File: config.mk
export PLATFORM = sky130hd
export DESIGN_NAME = sweep_ctrl
export DESIGN_NICKNAME = d
export VERILOG_FILES = /design/src/rtl/sweep_ctrl.sv
export SDC_FILE = /design/constraint.sdc
export NUM_CORES = 1
export LEC_CHECK = 0
export ABC_AREA = 1
export ABC_CLOCK_PERIOD_IN_PS = 4100
export CORE_MARGIN = 2
export CORE_UTILIZATION = 41
export DETAILED_ROUTE_END_ITERATION = 16
export DONT_BUFFER_PORTS = 1
export PLACE_DENSITY = 0.54
export SETUP_SLACK_MARGIN = 0.5
export SYNTH_ARGS = -nofsm -noshare
export SYNTH_HDL_FRONTEND = slang
export SYNTH_SLANG_ARGS = --single-unit
export TNS_END_PERCENT = 50
File: constraint.sdc
create_clock -name clk -period 4.1 [get_ports clk]
set_input_delay 0.41 -clock clk [delete_from_list [all_inputs] [get_ports clk]]
set_output_delay 0.41 -clock clk [all_outputs]
set_load 0.02 [all_outputs]
File: src/rtl/sweep_ctrl.sv
// Frequency-sweep sequencer for the DDS address generator.
// Steps f_set from a start to a stop frequency (up or down), holding each
// value for a programmable number of sample-clock ticks, with single-pass or
// repeat operation and a start/stop/busy/done host handshake.
module sweep_ctrl #(
  parameter int FW    = 19,
  parameter int DW    = 16,
  parameter int F_MIN = 1,
  parameter int F_MAX = 50000
) (
  input  logic          clk,
  input  logic          rst,
  input  logic          s_clk,
  input  logic          start,
  input  logic          stop,
  input  logic [FW-1:0] f_start,
  input  logic [FW-1:0] f_stop,
  input  logic [FW-1:0] f_step,
  input  logic [DW-1:0] dwell,
  input  logic          repeat_mode,
  output logic [FW-1:0] f_set,
  output logic          en,
  output logic          busy,
  output logic          done,
  output logic          pass_tick
);

  typedef enum logic [1:0] {
    S_IDLE,
    S_DWELL,
    S_STEP,
    S_END
  } state_t;

  localparam logic [FW-1:0] F_LO = FW'(F_MIN);
  localparam logic [FW-1:0] F_HI = FW'(F_MAX);

  function automatic logic [FW-1:0] clamp_f(input logic [FW-1:0] v);
    if (v < F_LO)      return F_LO;
    else if (v > F_HI) return F_HI;
    else               return v;
  endfunction

  state_t        state, state_nxt;
  logic          pl0, pl1, tick;
  logic [DW-1:0] cnt, cnt_nxt;
  logic [FW-1:0] f_set_nxt;
  logic          en_nxt, busy_nxt, done_nxt, pass_nxt;
  logic          load;

  // Latched sweep configuration (valid while busy).
  logic [FW-1:0] c_start, c_stop, c_step;
  logic [DW-1:0] c_dwell;
  logic          c_down;

  // Sanitised versions of the live config inputs, captured on load.
  logic [FW-1:0] start_cl, stop_cl, step_eff;
  logic [DW-1:0] dwell_eff;

  // Arithmetic one bit wider than the word so up-steps cannot wrap.
  logic [FW:0]   up_sum, gap;

  assign start_cl  = clamp_f(f_start);
  assign stop_cl   = clamp_f(f_stop);
  assign step_eff  = (f_step == '0) ? FW'(1) : f_step;
  assign dwell_eff = (dwell == '0) ? DW'(1) : dwell;
  assign tick      = pl0 & ~pl1;
  assign up_sum    = {1'b0, f_set} + {1'b0, c_step};
  assign gap       = {1'b0, f_set} - {1'b0, c_stop};

  // Next-state and next-output decode for the sweep FSM.
  always_comb begin
    // NOTE: every variable gets a default first so no path leaves it
    // unassigned; a missing default here would infer a latch.
    state_nxt = state;
    cnt_nxt   = cnt;
    f_set_nxt = f_set;
    en_nxt    = en;
    busy_nxt  = busy;
    done_nxt  = 1'b0;
    pass_nxt  = 1'b0;
    load      = 1'b0;

    if (stop && state != S_IDLE) begin
      // Abort: drop everything, no completion pulses.
      state_nxt = S_IDLE;
      cnt_nxt   = '0;
      f_set_nxt = '0;
      en_nxt    = 1'b0;
      busy_nxt  = 1'b0;
    end else begin
      case (state)
        S_IDLE: begin
          if (start && !stop) begin
            load      = 1'b1;
            state_nxt = S_DWELL;
            cnt_nxt   = '0;
            f_set_nxt = start_cl;
            en_nxt    = 1'b1;
            busy_nxt  = 1'b1;
          end
        end
        S_DWELL: begin
          if (tick) begin
            if (cnt == c_dwell - DW'(1)) begin
              cnt_nxt   = '0;
              state_nxt = (f_set != c_stop) ? S_STEP : S_END;
            end else begin
              cnt_nxt = cnt + DW'(1);
            end
          end
        end
        S_STEP: begin
          // The last step is clipped so f_set lands exactly on c_stop.
          if (!c_down) begin
            if (up_sum >= {1'b0, c_stop}) f_set_nxt = c_stop;
            else                          f_set_nxt = up_sum[FW-1:0];
          end else begin
            if (gap <= {1'b0, c_step}) f_set_nxt = c_stop;
            else                       f_set_nxt = f_set - c_step;
          end
          state_nxt = S_DWELL;
        end
        S_END: begin
          pass_nxt = 1'b1;
          if (repeat_mode) begin
            f_set_nxt = c_start;
            state_nxt = S_DWELL;
          end else begin
            done_nxt  = 1'b1;
            en_nxt    = 1'b0;
            busy_nxt  = 1'b0;
            state_nxt = S_IDLE;
          end
        end
        default: state_nxt = S_IDLE;
      endcase
    end
  end

  // State, datapath, synchroniser and config registers.
  always_ff @(posedge clk) begin
    // NOTE: sequential state uses non-blocking assignments so every flop
    // samples the pre-edge values regardless of statement order.
    if (rst) begin
      state     <= S_IDLE;
      pl0       <= 1'b0;
      pl1       <= 1'b0;
      cnt       <= '0;
      f_set     <= '0;
      en        <= 1'b0;
      busy      <= 1'b0;
      done      <= 1'b0;
      pass_tick <= 1'b0;
      c_start   <= '0;
      c_stop    <= '0;
      c_step    <= '0;
      c_dwell   <= '0;
      c_down    <= 1'b0;
    end else begin
      state     <= state_nxt;
      pl0       <= s_clk;
      pl1       <= pl0;
      cnt       <= cnt_nxt;
      f_set     <= f_set_nxt;
      en        <= en_nxt;
      busy      <= busy_nxt;
      done      <= done_nxt;
      pass_tick <= pass_nxt;
      if (load) begin
        c_start <= start_cl;
        c_stop  <= stop_cl;
        c_step  <= step_eff;
        c_dwell <= dwell_eff;
        c_down  <= (start_cl > stop_cl);
      end
    end
  end

endmodule
==> key figures <==
Outcome
  – Status: finished clean

Setup path
  – Crit Path Class: reg -> reg
  – Worst setup path start: f_set[2]
  – Crit path max fanout: 7
  – Startpoint Class: flop
  – Reg2reg path depth: 27
  – Crit-path most repeated cell: nand2_1
  – Slowest-stage cell, CP: dfxtp_4
  – Largest stage delay, worst path: 0.37 ns
  – CP endpoint kind: flop
  – CP arrival: 3.97 ns
  – R2r setup slk: roughly 0.47 ns
  – CP Data Required Time: around 4.4 ns
  – R2r startpoint: f_set[2]
  – R2r endpoint: f_set[1]
  – CP endpoint: f_set[1]

Timing
  – Least-Margin Pin Slew: ~1.0 ns
  – Final worst slack: about 0.47 ns
  – Highest Clock Rate: between 200 and 300 MHz
  – Unrepaired setup endpoints after global routing: yes
  – Fin crit period: about 3.6 ns
  – Worst Skew: between 0.015 and 0.02 ns
  – Period utilization: 88.5%
  – Final setup violation count: 0
  – WHS: 0.0460 ns
  – Final hold vios: 0
  – Max-slew headroom: around 30%
  – Max-slew violations: 0
  – Setup Total Neg Slack: 0 ns

Power and ir drop
  – Internal Power: between 3 and 4 mW
  – Psw: between 3 and 4 mW
  – Final Power: 6.70 mW
  – Gate power share: 56.3%
  – Sw Share: a little under half
  – VDD IR max: 0.306 mV
  – P per Cell Area: 508 nW/µm²
  – Leak pwr: between 6 and 7 nW
  – Sequential power share: between 20% and 30%
  – Clock power share: a little under a quarter

Global route
  – Met2 usage: 41.3%
  – Layer with the highest usage: met1
  – M3 GR Usage: approximately 4.7%
  – Grt met1 use: between 40% and 50%
  – Vias in the first global route: 10261
  – Gr ovfl total: 0
  – Largest net degree at the start of global routing: between 80 and 90
  – GRT Total Usage: 27.5%
  – Initial antenna violation count: 0
  – First-pass GRT wire length: between 50 and 60 mm

Clocking
  – # hold bufs at CTS: 0
  – Root buffer cell: clkbuf_16
  – CTS sink cnt: roughly 120
  – Number of buffers created by CTS: 17
  – CTS H-tree depth: 4
  – CTS clk-pin slew, worst paths: around 0.070 ns
  – CTS tree: yes
  – Clock Path Buffers: 2
  – Clk Latency, worst-skew pair: 0.43 ns

Yosys
  – Synth Register Bits: about 120
  – Mapped Cells: 1598
  – Synth area leaders: dfxtp_1 22%, ha_1 14%, nand2_1 9.8%, a21oi_1 7.8%, inv_1 7.3%
  – Ys async rst share: 0%
  – Post-synthesis cell area: approximately 11000 µm²
  – Yosys top cell by area: dfxtp_1
  – Largest family of logic cells by synthesized area: simple AND/OR/NAND/NOR gates
  – Syn Area/Cell: around 6.7 µm²
  – Post-synth top area share: between 20% and 30%
  – Post-Synth Simple-Gate Area: 27.6%
  – Mux cell area share after synthesis: 0%
  – EDFF count, synth: 0
  – Adder-cell share of the synthesized area: 14.1%
  – Warnings from Yosys: 0
  – Post-synthesis compound-gate area fraction: about a fifth
  – Ys flop type: dfxtp_1
  – Synth cell types: 60
  – Post-synthesis xor/xnor area fraction: 6.58%
  – Sequential-to-total area share from yosys stat: between 20% and 30%

Place
  – HPWL Detailed: 29.8 mm
  – I/O Buffers: 0
  – Placement Setup Slack: between 0.1 and 0.15 ns
  – Gpl congestion: between 0.9 and 1
  – Placed inst area: between 10000 and 15000 µm²

Cells and area
  – Area Growth Syn to Fin: 23.9%
  – Final nets: between 1500 and 2000
  – Inserted Diodes: 0
  – Finished Cell Area: roughly 13000 µm²
  – Layout cells sized above 1: about 22%

Die
  – Row cnt: between 50 and 60
  – Horiz. Die Dim: 165 µm
  – Chip Height: approximately 170 µm
  – Die Area: roughly 27000 µm²
  – I/O pin count: a little over 100
  – Core Footprint: ~25000 µm²
  – Initial core utilization: about two fifths

Detailed routing
  – DRC Markers: 0
  – Vias post-DR: 11139
  – First drt pass iteration count: 5
  – Remaining antenna violation count: 0
  – Iter 0 DRT Violations: 1015
  – Vias per inst: approximately 5.5
  – DR WL/cell: roughly 19 µm
  – Final WL: 38.7 mm

Job
  – Number of max-cap violations: 0

Min path
  – HP Class: in -> reg
-- worst min path at each step --
stage                     start     endpoint  slack [ns]  cells past startpoint
after floorplan             pl0          pl1        0.41                      2
after global placement      pl0          pl1        0.42                      2
after detailed placement    pl0          pl1        0.42                      2
after CTS                   rst  c_dwell[15]        0.03                      1
after global routing        rst  c_dwell[14]        0.02                      1
final                       rst  c_dwell[15]        0.05                      1
-- logic make-up after synthesis --
family,Yosys count
xor+xnor,79
simple gates,653
buf+inv,273
compound gates,357
fa+ha+maj,118
flops,116
other cells,2
-- state kept, by name (all words and copies together), names as in the netlist --
| name | count |
|---|---|
| pl0 | 1 |
| busy | 1 |
| c_stop | 19 |
| cnt | 16 |
| c_dwell | 16 |
| state | 2 |
| f_set | 19 |
| c_start | 19 |
| done | 1 |
| c_step | 19 |
| c_down | 1 |
| pass_tick | 1 |
| pl1 | 1 |
-- cells in the mapped netlist, types with 3 or more instances --
master       n
clkbuf_1    31
dfxtp_1    116
nor3_2       3
buf_6        5
nand2_2      4
inv_1      206
a21oi_1    166
fa_1         3
clkinv_1     5
nand4_1     32
ha_1       115
a21o_1       5
a221oi_1     6
nand3b_1     3
inv_2        4
a211oi_1    19
buf_2        9
a31oi_1      5
nor3_1      26
buf_4        7
or2_2        6
o21bai_1     7
o21ai_0    112
o2111ai_1    3
a21oi_2     12
o211ai_1     7
nor2_1     125
xnor2_1     13
nor2_2       3
nand3_1    141
xor2_1      65
nor4_1      18
nand2_1    277
nand3_2      8
-- cells in the final DEF (no fill, tap or decap), types with 12 or more instances in the layout --
cell / count
xor2_1: 60
inv_1: 177
nand3_2: 21
inv_2: 28
xnor2_1: 12
nand3_1: 126
nand4_1: 32
a21oi_2: 32
ha_1: 86
dfxtp_1: 87
nor4_1: 18
nand2_1: 251
a21oi_1: 141
buf_4: 86
nand2_2: 24
a211oi_1: 17
nor3_1: 22
o21ai_0: 102
nor2_1: 117
ha_4: 23
dfxtp_2: 16
clkbuf_16: 19
dfxtp_4: 13
-- critical path: cells and delay by family, from the launching register on --
kind / cells / cell delay (ns)
buffers and inverters: 5 / 0.53
adders and majority gates: 2 / 0.60
xor gates and xnor gates: 1 / 0.17
AOI/OAI and AO/OA: 2 / 0.28
DFF: 1 / 0.37
and+or+nand+nor: 17 / 1.57
-- metrics by stage --
stage	util, %	cells
detailed placement	44.2	1935
floorplan	-	1602
global placement	44.2	1935
finish	52.0	2008
global route	52.0	2008
CTS	48.1	1972
-- repair_timing --
| action | 4_1_cts | 5_1_grt |
|---|---|---|
| buffers inserted | 4 | 31 |
| setup endpoints to repair | 19 | 19 |
| cloned | 1 | 5 |
| gates resized for setup | 72 | 186 |
| pin swaps | 5 | 79 |
| hold endpoints to repair | 0 | 0 |
-- final cells by class --
cell class	instances	area, µm²
fill	2494	12100
multi-input combinational	1215	8080
sequential	116	2390
timing repair buffer	100	867
inverter	215	828
clock buffer	17	425
tap	330	413
clock inverter	15	181
-- power groups by stage --
stage | clock, mW | sequential, mW | combinational, mW
4_1_cts | 1.61 | 1.32 | 3.10
3_3_place_gp | 0 | 1.34 | 2.84
5_1_grt | 1.66 | 1.35 | 4.08
3_5_place_dp | 0 | 1.34 | 2.84
6_report | 1.59 | 1.34 | 3.77
2_1_floorplan | 0 | 1.34 | 2.02
-- per-layer routing --
metal	share of wire [%]	vias up
met4	1.6	0
li1	-	5528
met3	7.5	44
met1	48	5175
met5	0	-
met2	43	392
Note: power is estimated with default switching activity, not from simulation.
